===== src/rtl/if_id_stage_if.sv =====
// Fetch-stage bus: hazard/branch controls and instruction memory in, fetch PC and IF/ID register out.
// Handshake: none; controls are level-sensitive and sampled on the rising edge of clk.
interface if_id_stage_if;
    logic        stall;
    logic        branch_taken;
    logic [31:0] branch_target;
    logic        jump;
    logic [31:0] jump_target;
    logic [31:0] instr_in;
    logic [31:0] pc_out;
    logic [31:0] ifid_instr;
    logic [31:0] ifid_pc_plus4;
    logic        ifid_valid;
    logic [31:0] fetch_count;

    modport master (
        output stall, branch_taken, branch_target, jump, jump_target, instr_in,
        input  pc_out, ifid_instr, ifid_pc_plus4, ifid_valid, fetch_count
    );

    modport slave (
        input  stall, branch_taken, branch_target, jump, jump_target, instr_in,
        output pc_out, ifid_instr, ifid_pc_plus4, ifid_valid, fetch_count
    );
endinterface


===== src/rtl/if_id_stage.sv =====
// Instruction fetch PC register plus IF/ID pipeline register.
// Reset beats redirect, redirect beats stall, and an idle cycle fetches sequentially.
module if_id_stage #(
    parameter logic [31:0] RESET_PC  = 32'h0000_0000,
    parameter logic [31:0] NOP_INSTR = 32'h0000_0000
) (
    input  logic         clk,
    input  logic         reset,
    if_id_stage_if.slave bus
);
    logic [31:0] pc_q, pc_d;
    logic [31:0] instr_q, instr_d;
    logic [31:0] pc4_q, pc4_d;
    logic        valid_q, valid_d;
    logic [31:0] count_q, count_d;

    logic [31:0] pc_plus4;
    logic        redirect;
    logic [31:0] redirect_addr;

    assign pc_plus4      = pc_q + 32'd4;
    assign redirect      = bus.branch_taken | bus.jump;
    // Branch wins over jump; targets are word-aligned before use.
    assign redirect_addr = bus.branch_taken ? {bus.branch_target[31:2], 2'b00}
                                            : {bus.jump_target[31:2], 2'b00};

    always_comb begin
        pc_d    = pc_q;
        instr_d = instr_q;
        pc4_d   = pc4_q;
        valid_d = valid_q;
        count_d = count_q;
        if (redirect) begin
            // Flush the wrong-path fetch; pc+4 is left as-is.
            pc_d    = redirect_addr;
            instr_d = NOP_INSTR;
            valid_d = 1'b0;
        end else if (!bus.stall) begin
            pc_d    = pc_plus4;
            instr_d = bus.instr_in;
            pc4_d   = pc_plus4;
            valid_d = 1'b1;
            count_d = count_q + 32'd1;
        end
    end

    always_ff @(posedge clk) begin
        if (reset) begin
            pc_q    <= RESET_PC;
            instr_q <= NOP_INSTR;
            pc4_q   <= 32'h0000_0000;
            valid_q <= 1'b0;
            count_q <= 32'h0000_0000;
        end else begin
            pc_q    <= pc_d;
            instr_q <= instr_d;
            pc4_q   <= pc4_d;
            valid_q <= valid_d;
            count_q <= count_d;
        end
    end

    assign bus.pc_out        = pc_q;
    assign bus.ifid_instr    = instr_q;
    assign bus.ifid_pc_plus4 = pc4_q;
    assign bus.ifid_valid    = valid_q;
    assign bus.fetch_count   = count_q;
endmodule


===== src/flat_wrapper.sv =====
// flat-port wrapper written by rule: the top's interface ports become plain ports
module if_id_stage_flat 
#(
    parameter logic [31:0] RESET_PC  = 32'h0000_0000,
    parameter logic [31:0] NOP_INSTR = 32'h0000_0000
)
  (clk, reset, bus_stall, bus_branch_taken, bus_branch_target, bus_jump, bus_jump_target, bus_instr_in, bus_pc_out, bus_ifid_instr, bus_ifid_pc_plus4, bus_ifid_valid, bus_fetch_count);
  if_id_stage_if bus_i ();
  input  logic clk;
  input  logic reset;
  input wire logic [$bits(bus_i.stall)-1:0] bus_stall;
  input wire logic [$bits(bus_i.branch_taken)-1:0] bus_branch_taken;
  input wire logic [$bits(bus_i.branch_target)-1:0] bus_branch_target;
  input wire logic [$bits(bus_i.jump)-1:0] bus_jump;
  input wire logic [$bits(bus_i.jump_target)-1:0] bus_jump_target;
  input wire logic [$bits(bus_i.instr_in)-1:0] bus_instr_in;
  output wire logic [$bits(bus_i.pc_out)-1:0] bus_pc_out;
  output wire logic [$bits(bus_i.ifid_instr)-1:0] bus_ifid_instr;
  output wire logic [$bits(bus_i.ifid_pc_plus4)-1:0] bus_ifid_pc_plus4;
  output wire logic [$bits(bus_i.ifid_valid)-1:0] bus_ifid_valid;
  output wire logic [$bits(bus_i.fetch_count)-1:0] bus_fetch_count;
  assign bus_i.stall = bus_stall;
  assign bus_i.branch_taken = bus_branch_taken;
  assign bus_i.branch_target = bus_branch_target;
  assign bus_i.jump = bus_jump;
  assign bus_i.jump_target = bus_jump_target;
  assign bus_i.instr_in = bus_instr_in;
  assign bus_pc_out = bus_i.pc_out;
  assign bus_ifid_instr = bus_i.ifid_instr;
  assign bus_ifid_pc_plus4 = bus_i.ifid_pc_plus4;
  assign bus_ifid_valid = bus_i.ifid_valid;
  assign bus_fetch_count = bus_i.fetch_count;
  if_id_stage #(.RESET_PC(RESET_PC), .NOP_INSTR(NOP_INSTR)) u_core (.clk(clk), .reset(reset), .bus(bus_i));
endmodule

===== config.mk =====
export PLATFORM = sky130hd
export DESIGN_NAME = if_id_stage_flat
export DESIGN_NICKNAME = d
export VERILOG_FILES = /design/src/rtl/if_id_stage_if.sv /design/src/rtl/if_id_stage.sv /design/src/flat_wrapper.sv
export SDC_FILE = /design/constraint.sdc
export NUM_CORES = 1
export LEC_CHECK = 0
export CELL_PAD_IN_SITES_DETAIL_PLACEMENT = 2
export CELL_PAD_IN_SITES_GLOBAL_PLACEMENT = 2
export CORE_AREA = 5 5 168 170
export DETAILED_ROUTE_END_ITERATION = 7
export DIE_AREA = 0 0 173 175
export PLACE_DENSITY = 0.81
export SLEW_MARGIN = 10
export SYNTH_ARGS = -nofsm -noshare
export SYNTH_HDL_FRONTEND = slang
export SYNTH_SLANG_ARGS = --single-unit

===== constraint.sdc =====
create_clock -name clk -period 2.4 [get_ports clk]
set_input_delay 0.36 -clock clk [delete_from_list [all_inputs] [get_ports clk]]
set_output_delay 0.36 -clock clk [all_outputs]
set_load 0.02 [all_outputs]

# Yosys cells after proc, flatten, opt, wreduce, memory -nomap -nowiden
# Index checks and enable logic that the tools add are counted.
[op_classes]
add_sub_neg = 2
mul = 0
div = 0
n_lt_le_gt_ge = 0
n_eq_ne = 1
shift = 0
muxes = 3
bitwise = 3
n_reduce_logical = 2
[ops]
columns = ["cell", "count"]
rows = [
  ["2-to-1 mux 32 bit", 3],
  ["adder 32 x 1 -> 32 bit (second input constant)", 1],
  ["adder 32 x 3 -> 32 bit (second input constant)", 1],
  ["inequality test 2 x 1 -> 1 bit (second input constant)", 1],
  ["NOT 1 bit", 2],
  ["AND reduction 2 bit", 1],
  ["OR reduction 2 bit", 1],
  ["OR 1 bit", 1],
]
[word_totals]
ff_bits = 129
latch_bits = 0
ram_bits = 0
mem_bits_ro = 0
in_bits = 101
wordCells = 16
memories = 0

# Longest topological paths before layout
# Gate-level depths: netlist (run 1).
[logic_depth]
word_depth = 3
depth_mapped = 7

# Least setup slack after synthesis (run 1)
# No wires, ideal clock.
[synth_path]
kind = "register to register"
from = "register u_core.pc_q[14], in the netlist u_core.bus.pc_out[14]"
to = "register u_core.pc4_q[28], in the netlist u_core.bus.ifid_pc_plus4[28]"
setup_ns = 0.091
t_arrival_ns = 2.137
required_time_ns = 2.309
path_slack_ns = 0.173
path_stages_with_launch = 7
synth_period_minus_slack_ns = 2.227
path_cell_list = "dfxtp_1 > buf_2 > nand2_1 > or4_4 > buf_6 > or4_1 > a311oi_1"
[synth_via]
elab_chain_len = 1
[synth_lines]
columns = ["item", "line_no", "text"]
rows = [
  ["start, declared", "if_id_stage.sv:11", "logic [31:0] pc_q, pc_d;"],
  ["start signal, assigned", "if_id_stage.sv:55", "pc_q <= pc_d;"],
  ["adder 32 x 3 -> 32 bit", "if_id_stage.sv:21", "assign pc_plus4 = pc_q + 32'd4;"],
  ["end signal, assigned", "if_id_stage.sv:57", "pc4_q <= pc4_d;"],
  ["end, declared", "if_id_stage.sv:13", "logic [31:0] pc4_q, pc4_d;"],
]
# Every way passes these cells.
# A chain may end at the register's enable or synchronous reset.

# Worst setup path after layout (run 1)
[layout_path]
from = "register u_core.pc_q[12], in the netlist u_core.bus.pc_out[12]"
to = "register u_core.pc4_q[23], in the netlist u_core.bus.ifid_pc_plus4[23]"
# The elaborated chain is that of the path after synthesis.

==> results_dict.tcl, run 1 <==
set metrics [dict create \
    result_of_the_run "finished, final reports clean" \
    fin_tns_setup_ns 0 \
    max-slew-margin-rel_pct 54.5 \
    min_period_over_period_pct 93.0 \
    dr.first_iter.drc_count 329 \
    drt_pass1_iterations 4 \
    cts_sinks 125 \
    yosys_warnings 0 \
    final_area_sq_um 9820 \
    worst-slew-pin-transition_ns 0.683 \
    synthArstFlopShare_pct 0 \
    power_per_cell_area_nw_per_um2 594 \
    post_cts_resized 0 \
    h-tree-depth 4 \
    final.setup_skew_ns 0.0129 \
    cts_tree "done" \
    clock_tree_root_buffer_cell "clkbuf_16" \
    synthToLayoutAreaGrowth_pct 50.6 \
    worst_path_largest_cell_delay_ns 0.61 \
    drv_cap 0 \
    synth_seq_cells 125 \
    dominant_synthesized_flop_cell "dfxtp_1" \
    synth-seq-area-share_pct 38.4 \
    chipWidth_um 173 \
    worst-r2r-setup-slack_ns 0.17 \
    vdd_ir_drop_max_v 0.000281 \
    worstPathMaxFanout 13 \
    setup_repair_after_global_routing_missed_its_margin "false" \
    detail_route_antenna_nets 0 \
    worst_ep_required_time_ns 2.73 \
    syn_avg_cell_area_sq_um 8.15 \
    synthesized_cell_area_sq_um 6520 \
    antenna_cells_inserted 0 \
    gr-total-overflow 0 \
    final_nets 1121 \
    route.detailed.vias_per_inst 5.25 \
    routed_wl_um 29300 \
    worst_setup_hold_path_clk_slew_ns 0.07 \
    setup_viol 0 \
    first_global_vias 7848 \
    synth_cells 800 \
    grt_pass1_wl_um 45500 \
    p_leak_uw 0.00342 \
    post_synth_edffs 0 \
    clk-insertion-delay-late_ns 0.44 \
    period_needed_ns 2.23 \
    start_kind "register" \
    count_of_buffers_inserted_at_the_top_level_ports 221 \
    clock_path_buffers 2 \
    worstHoldPathType "input port to register" \
    crit_chain "nand4_2 > buf_4 > or4_1 > or3_1 > a311oi_1" \
    grt_max_degree 71 \
    drive_gt1_share_pct 10.4 \
    core_sq_um 26600 \
    crit_path_top_delay_cell "or4_1" \
    placed_area_sq_um 9210 \
    number_of_endpoints_with_negative_hold_slack_in_the_final_report 0 \
    final_routed_wire_length_divided_by_cell_count_um 21.4 \
    initial_standard_cell_utilization_of_the_core_pct 24.5 \
    via_count 7197 \
    place.gp.congestion 0.864 \
    die_area_sq_um 30300 \
    endpoint_kind "register" \
    timing_max_transition_violations_final 0 \
    remaining_drc_errors 0 \
    synthDistinctLibCells 60 \
    post-cts-setup-buffer-count 0 \
    worst-setup-path-type "register to register" \
    total_clock_buffers_created_by_cts 17 \
    rows 60 \
    ioPinCount 230 \
    cts_hold_repair.buffers 0 \
    max_freq_ghz 0.448 \
    dp_hpwl_um 22200 \
    chipHeight_um 175 \
    crit_arrival_ns 2.56 \
    grt_antenna_before_repair 4 \
    grt_usage_pct 18.9 \
]
cells by family after synthesis:
family	synth area share (%)
simple gates	25.7
other cells	0.0575
fa+ha+maj	0.384
xor+xnor	3.22
flops	38.4
compound gates	19.9
mux	6.58
buf+inv	5.70
cells in the mapped netlist (all sizes together), types with 10 or more instances:
cell    number  share of area [%]
a21oi       50                3.8
o211ai      10                1.2
nand4       23                2.3
nand3       28                2.1
a211oi      17                2.0
clkbuf      52                3.0
nor4        17                1.6
xnor2       15                2.0
nor2b       18                1.7
inv         18                1.0
mux2i       35                5.4
or3         16                1.5
buf         21                1.7
o31ai       10                1.2
or4         14                1.7
dfxtp      125                 38
nand2       60                3.5
a31oi       13                1.2
nor2        88                5.1
a311oi      13                1.7
nor3        16                1.3
o21ai       29                2.2
sequential cells by signal (all words and copies together), names as in the netlist:
register / cells
u_core.bus.ifid_valid: 1
u_core.bus.ifid_pc_plus4: 30
u_core.bus.pc_out: 30
u_core.bus.ifid_instr: 32
u_core.bus.fetch_count: 32
placed cells by master (no fill, tap or decap), types with 8 or more instances in the layout:
cell             synthesis  final
xor2_1                   9      9
nand3b_1                 8      8
o21ai_0                 29     29
o211ai_1                10     10
a311oi_1                13     13
and3_1                   9      9
o31ai_1                 10     10
nor2b_1                 18     18
or3_1                   16     16
clkbuf_16                0     17
a211oi_1                17     17
nand2_1                 60     60
clkdlybuf4s50_1          0    217
nor4_1                  17     17
o21a_1                   9      9
a21oi_1                 50     50
or4_1                   13     13
inv_1                   18     18
a31oi_1                 13     13
dfxtp_1                125    125
and4_1                   9      9
nand3_1                 28     28
nor2_1                  88     88
nor3_1                  15     15
nand4_1                 22     22
xnor2_1                 15     15
buf_4                    4     47
mux2i_1                 35     35
final timing paths:
| path | from | endpoint | cells past startpoint |
|---|---|---|---|
| max reg2reg | u_core.bus.pc_out[12] | u_core.bus.ifid_pc_plus4[23] | 5 |
| min reg2reg | u_core.bus.ifid_valid | u_core.bus.ifid_valid | 2 |
| max | u_core.bus.pc_out[12] | u_core.bus.ifid_pc_plus4[23] | 5 |
| min | reset | u_core.bus.fetch_count[3] | 3 |
power by group:
| group | internal, uW | switching [uW] | leakage (uW) | total [uW] |
|---|---|---|---|---|
| Clock | 1530 | 1150 | 0.000296 | 2680 |
| Combinational | 443 | 479 | 0.00211 | 921 |
| Sequential | 2150 | 90.8 | 0.00102 | 2240 |
worst max-delay path: cells and delay by family (launching register included):
| family | cells | cell delay [ns] |
|---|---|---|
| and+or+nand+nor | 3 | 1.20 |
| DFF | 1 | 0.40 |
| AOI/OAI and AO/OA | 1 | 0.28 |
| buffers and inverters | 1 | 0.25 |
layer usage:
| metal | global-route usage [%] | part of all wire (%) | up-vias |
|---|---|---|---|
| met5 | 0 | 0.16 | - |
| li1 | - | - | 3374 |
| met2 | 33.4 | 50 | 204 |
| met3 | 7.03 | 6.7 | 36 |
| met1 | 21.5 | 41 | 3575 |
| met4 | 5.39 | 1.7 | 8 |
final cells by class:
class                      count  area (sq um)
sequential                   125          2500
tap                          341           427
inverter                      18          67.6
fill                        3011         16800
timing repair buffer         269          2560
clock inverter                13           143
multi-input combinational    587          3660
clock buffer                  19           453
per-stage QoR:
| stage | hold slack, ns | setup slack (ns) | cells | power [uW] | utilization [%] |
|---|---|---|---|---|---|
| floorplan | 0.498 | 0.173 | 803 | 2710 | - |
| global placement | 0.439 | 0.266 | 1338 | 3180 | 34.7 |
| detailed placement | 0.461 | 0.173 | 1338 | 3210 | 34.7 |
| CTS | 0.433 | 0.144 | 1370 | 5910 | 36.9 |
| global route | 0.446 | 0.0603 | 1372 | 6090 | 37.0 |
| finish | 0.431 | 0.167 | 1372 | 5840 | 37.0 |
Power figures use the tool's default switching activity.
==> run 2: changes to the inputs <==
TNS_END_PERCENT = 20   (was not set)
==> results of run 2 <==
The final DEF is identical to that of run 1; final timing and power are the same.
==> run 3: changes to the inputs <==
MAX_ROUTING_LAYER = met4   (was not set)
==> run 3 against run 2 <==
  * Die area unchanged
  * Via count unchanged
  * Clock power about the same
  * Final cell count increased by 0.29%
  * Critical path depth unchanged
  * Setup slack got worse by 0.0035 ns
  * First-iteration DRC count decreased by 4.0%
  * Worst hold slack improved by 0.0021 ns
  * Sequential power about the same
  * Sequential share of layout area about the same
  * Largest power group unchanged
==> results_dict.tcl, run 3 (synthesized netlist as in run 1, its figures left out) <==
set metrics [dict create \
    result_of_the_run "finished, final reports clean" \
    worst_path_largest_cell_delay_ns 0.61 \
    cp_num_cells 5 \
    via_count 7197 \
    worstHoldPathType "input port to register" \
    grt_max_degree 71 \
    total_clock_buffers_created_by_cts 17 \
    fillCellCount 3011 \
    endpoint_kind "register" \
    grt_usage_pct 19.5 \
    min_period_over_period_pct 93.2 \
    post_cts_resized 0 \
    grt_pass1_wl_um 45400 \
    max_freq_ghz 0.447 \
    rr_worst_depth 5 \
    gr-total-overflow 0 \
    final_hold_slack_ns 0.434 \
    core_sq_um 26600 \
    final_nets 1121 \
    setup_ws_ns 0.163 \
    routed_wl_um 29400 \
    layoutNonFillerInstCount 1376 \
    clock_tree_root_buffer_cell "clkbuf_16" \
    vdd_ir_drop_max_v 0.000280 \
    worst_ep_required_time_ns 2.73 \
    drive_gt1_share_pct 10.4 \
    cts_sinks 125 \
    critPathTopFamily "simple AND/OR/NAND/NOR gates" \
    remaining_drc_errors 0 \
    clock_path_buffers 2 \
    net-switching-power_uw 1710 \
    worstHoldPathCells 3 \
    cts_hold_repair.buffers 0 \
    synthToLayoutAreaGrowth_pct 50.8 \
    die_area_sq_um 30300 \
    crit_chain "nand4_2 > buf_4 > or4_1 > or3_1 > a311oi_1" \
    power_per_cell_area_nw_per_um2 593 \
    setup_viol 0 \
    internal_power_uw 4120 \
    fin_tns_setup_ns 0 \
    grt_antenna_before_repair 4 \
    period_needed_ns 2.24 \
    chipHeight_um 175 \
    post-cts-setup-buffer-count 0 \
    drt_pass1_iterations 4 \
    cts_tree "done" \
    crit_path_top_delay_cell "or4_1" \
    count_of_buffers_inserted_at_the_top_level_ports 221 \
    setup_repair_after_global_routing_missed_its_margin "false" \
    clkPwrFrac_pct 45.8 \
    final.setup_skew_ns 0.0139 \
    worstPathMaxFanout 13 \
    dr.first_iter.drc_count 316 \
    h-tree-depth 4 \
    crit_arrival_ns 2.57 \
    cp.buffers_inverters 1 \
    place.gp.congestion 0.878 \
    ioPinCount 230 \
    first_global_vias 7879 \
    netSwitchingFraction_pct 29.4 \
    max-slew-margin-rel_pct 55.1 \
    comb_pwr_share_pct 15.8 \
    worst-slew-pin-transition_ns 0.674 \
    clk-insertion-delay-late_ns 0.43 \
    detailedPlace.worstSlack_ns 0.173 \
    final_routed_wire_length_divided_by_cell_count_um 21.3 \
    dp_cells 1338 \
    chipWidth_um 173 \
    route.detailed.vias_per_inst 5.23 \
    initial_standard_cell_utilization_of_the_core_pct 24.5 \
    dp_hpwl_um 22200 \
    number_of_endpoints_with_negative_hold_slack_in_the_final_report 0 \
    worst-setup-path-type "register to register" \
    power_frac_seq_pct 38.4 \
    p_leak_uw 0.00342 \
    worst_setup_hold_path_clk_slew_ns 0.07 \
    drv_cap 0 \
    timing_max_transition_violations_final 0 \
    detail_route_antenna_nets 0 \
    commonest_non_fill_non_tap_cell_in_the_layout "clkdlybuf4s50_1" \
    layout.cells.most_common_list "clkdlybuf4s50_1, dfxtp_1, nor2_1" \
    rows 60 \
    start_kind "register" \
]
==> run 3: cell count changes in the layout (fill, tap and decap cells not counted) <==
cell and change:
diode_2 +4
==> run 3: path summary, 6_finish.rpt <==
kind / startpoint / end / slack (ns)
max: u_core.bus.pc_out[12] / u_core.bus.ifid_pc_plus4[23] / 0.16
min: reset / u_core.bus.fetch_count[3] / 0.43
max reg2reg: u_core.bus.pc_out[12] / u_core.bus.ifid_pc_plus4[23] / 0.16
min reg2reg: u_core.bus.ifid_valid / u_core.bus.ifid_valid / 0.46
==> run 3: final cells by class <==
class | instances | area, sq um | share of cell area (%)
multi-input cells | 587 | 3660 | 37.3
repair buffers | 269 | 2560 | 26.1
flip-flops and latches | 125 | 2500 | 25.5
clock buffers | 19 | 453 | 4.61
well taps | 341 | 427 | 4.34
clock inverters | 13 | 143 | 1.45
inverters | 18 | 67.6 | 0.687
diodes | 4 | 10.0 | 0.102
==> run 3: power groups by stage <==
stage                     logic, uW  registers, uW  clock network (uW)
after floorplan                 366           2340                   0
after global placement          906           2280                   0
after detailed placement        927           2290                   0
after CTS                       937           2240                2740
after global routing            992           2250                2840
final                           924           2240                2670
==> run 3: through the flow <==
| step | util [%] | instance area (sq um) | power, uW |
|---|---|---|---|
| after floorplan | - | 6530 | 2710 |
| after global placement | 34.7 | 9210 | 3180 |
| after detailed placement | 34.7 | 9210 | 3210 |
| after CTS | 36.9 | 9810 | 5910 |
| after global routing | 37.0 | 9830 | 6090 |
| final | 37.0 | 9830 | 5830 |
==> run 3: per-layer routing <==
metal | GRT usage [%] | vias up | wire length, um
met5 | - | - | 0
met4 | 5.39 | 0 | 519
met3 | 6.32 | 32 | 1940
met2 | 33.5 | 208 | 14700
met1 | 22.0 | 3569 | 12200
li1 | - | 3388 | -
==> run 3: tightest hold or removal path, stage by stage <==
cell	delay, ns
buf_2	0.14
buf_12	0.21
nor2_1	0.12
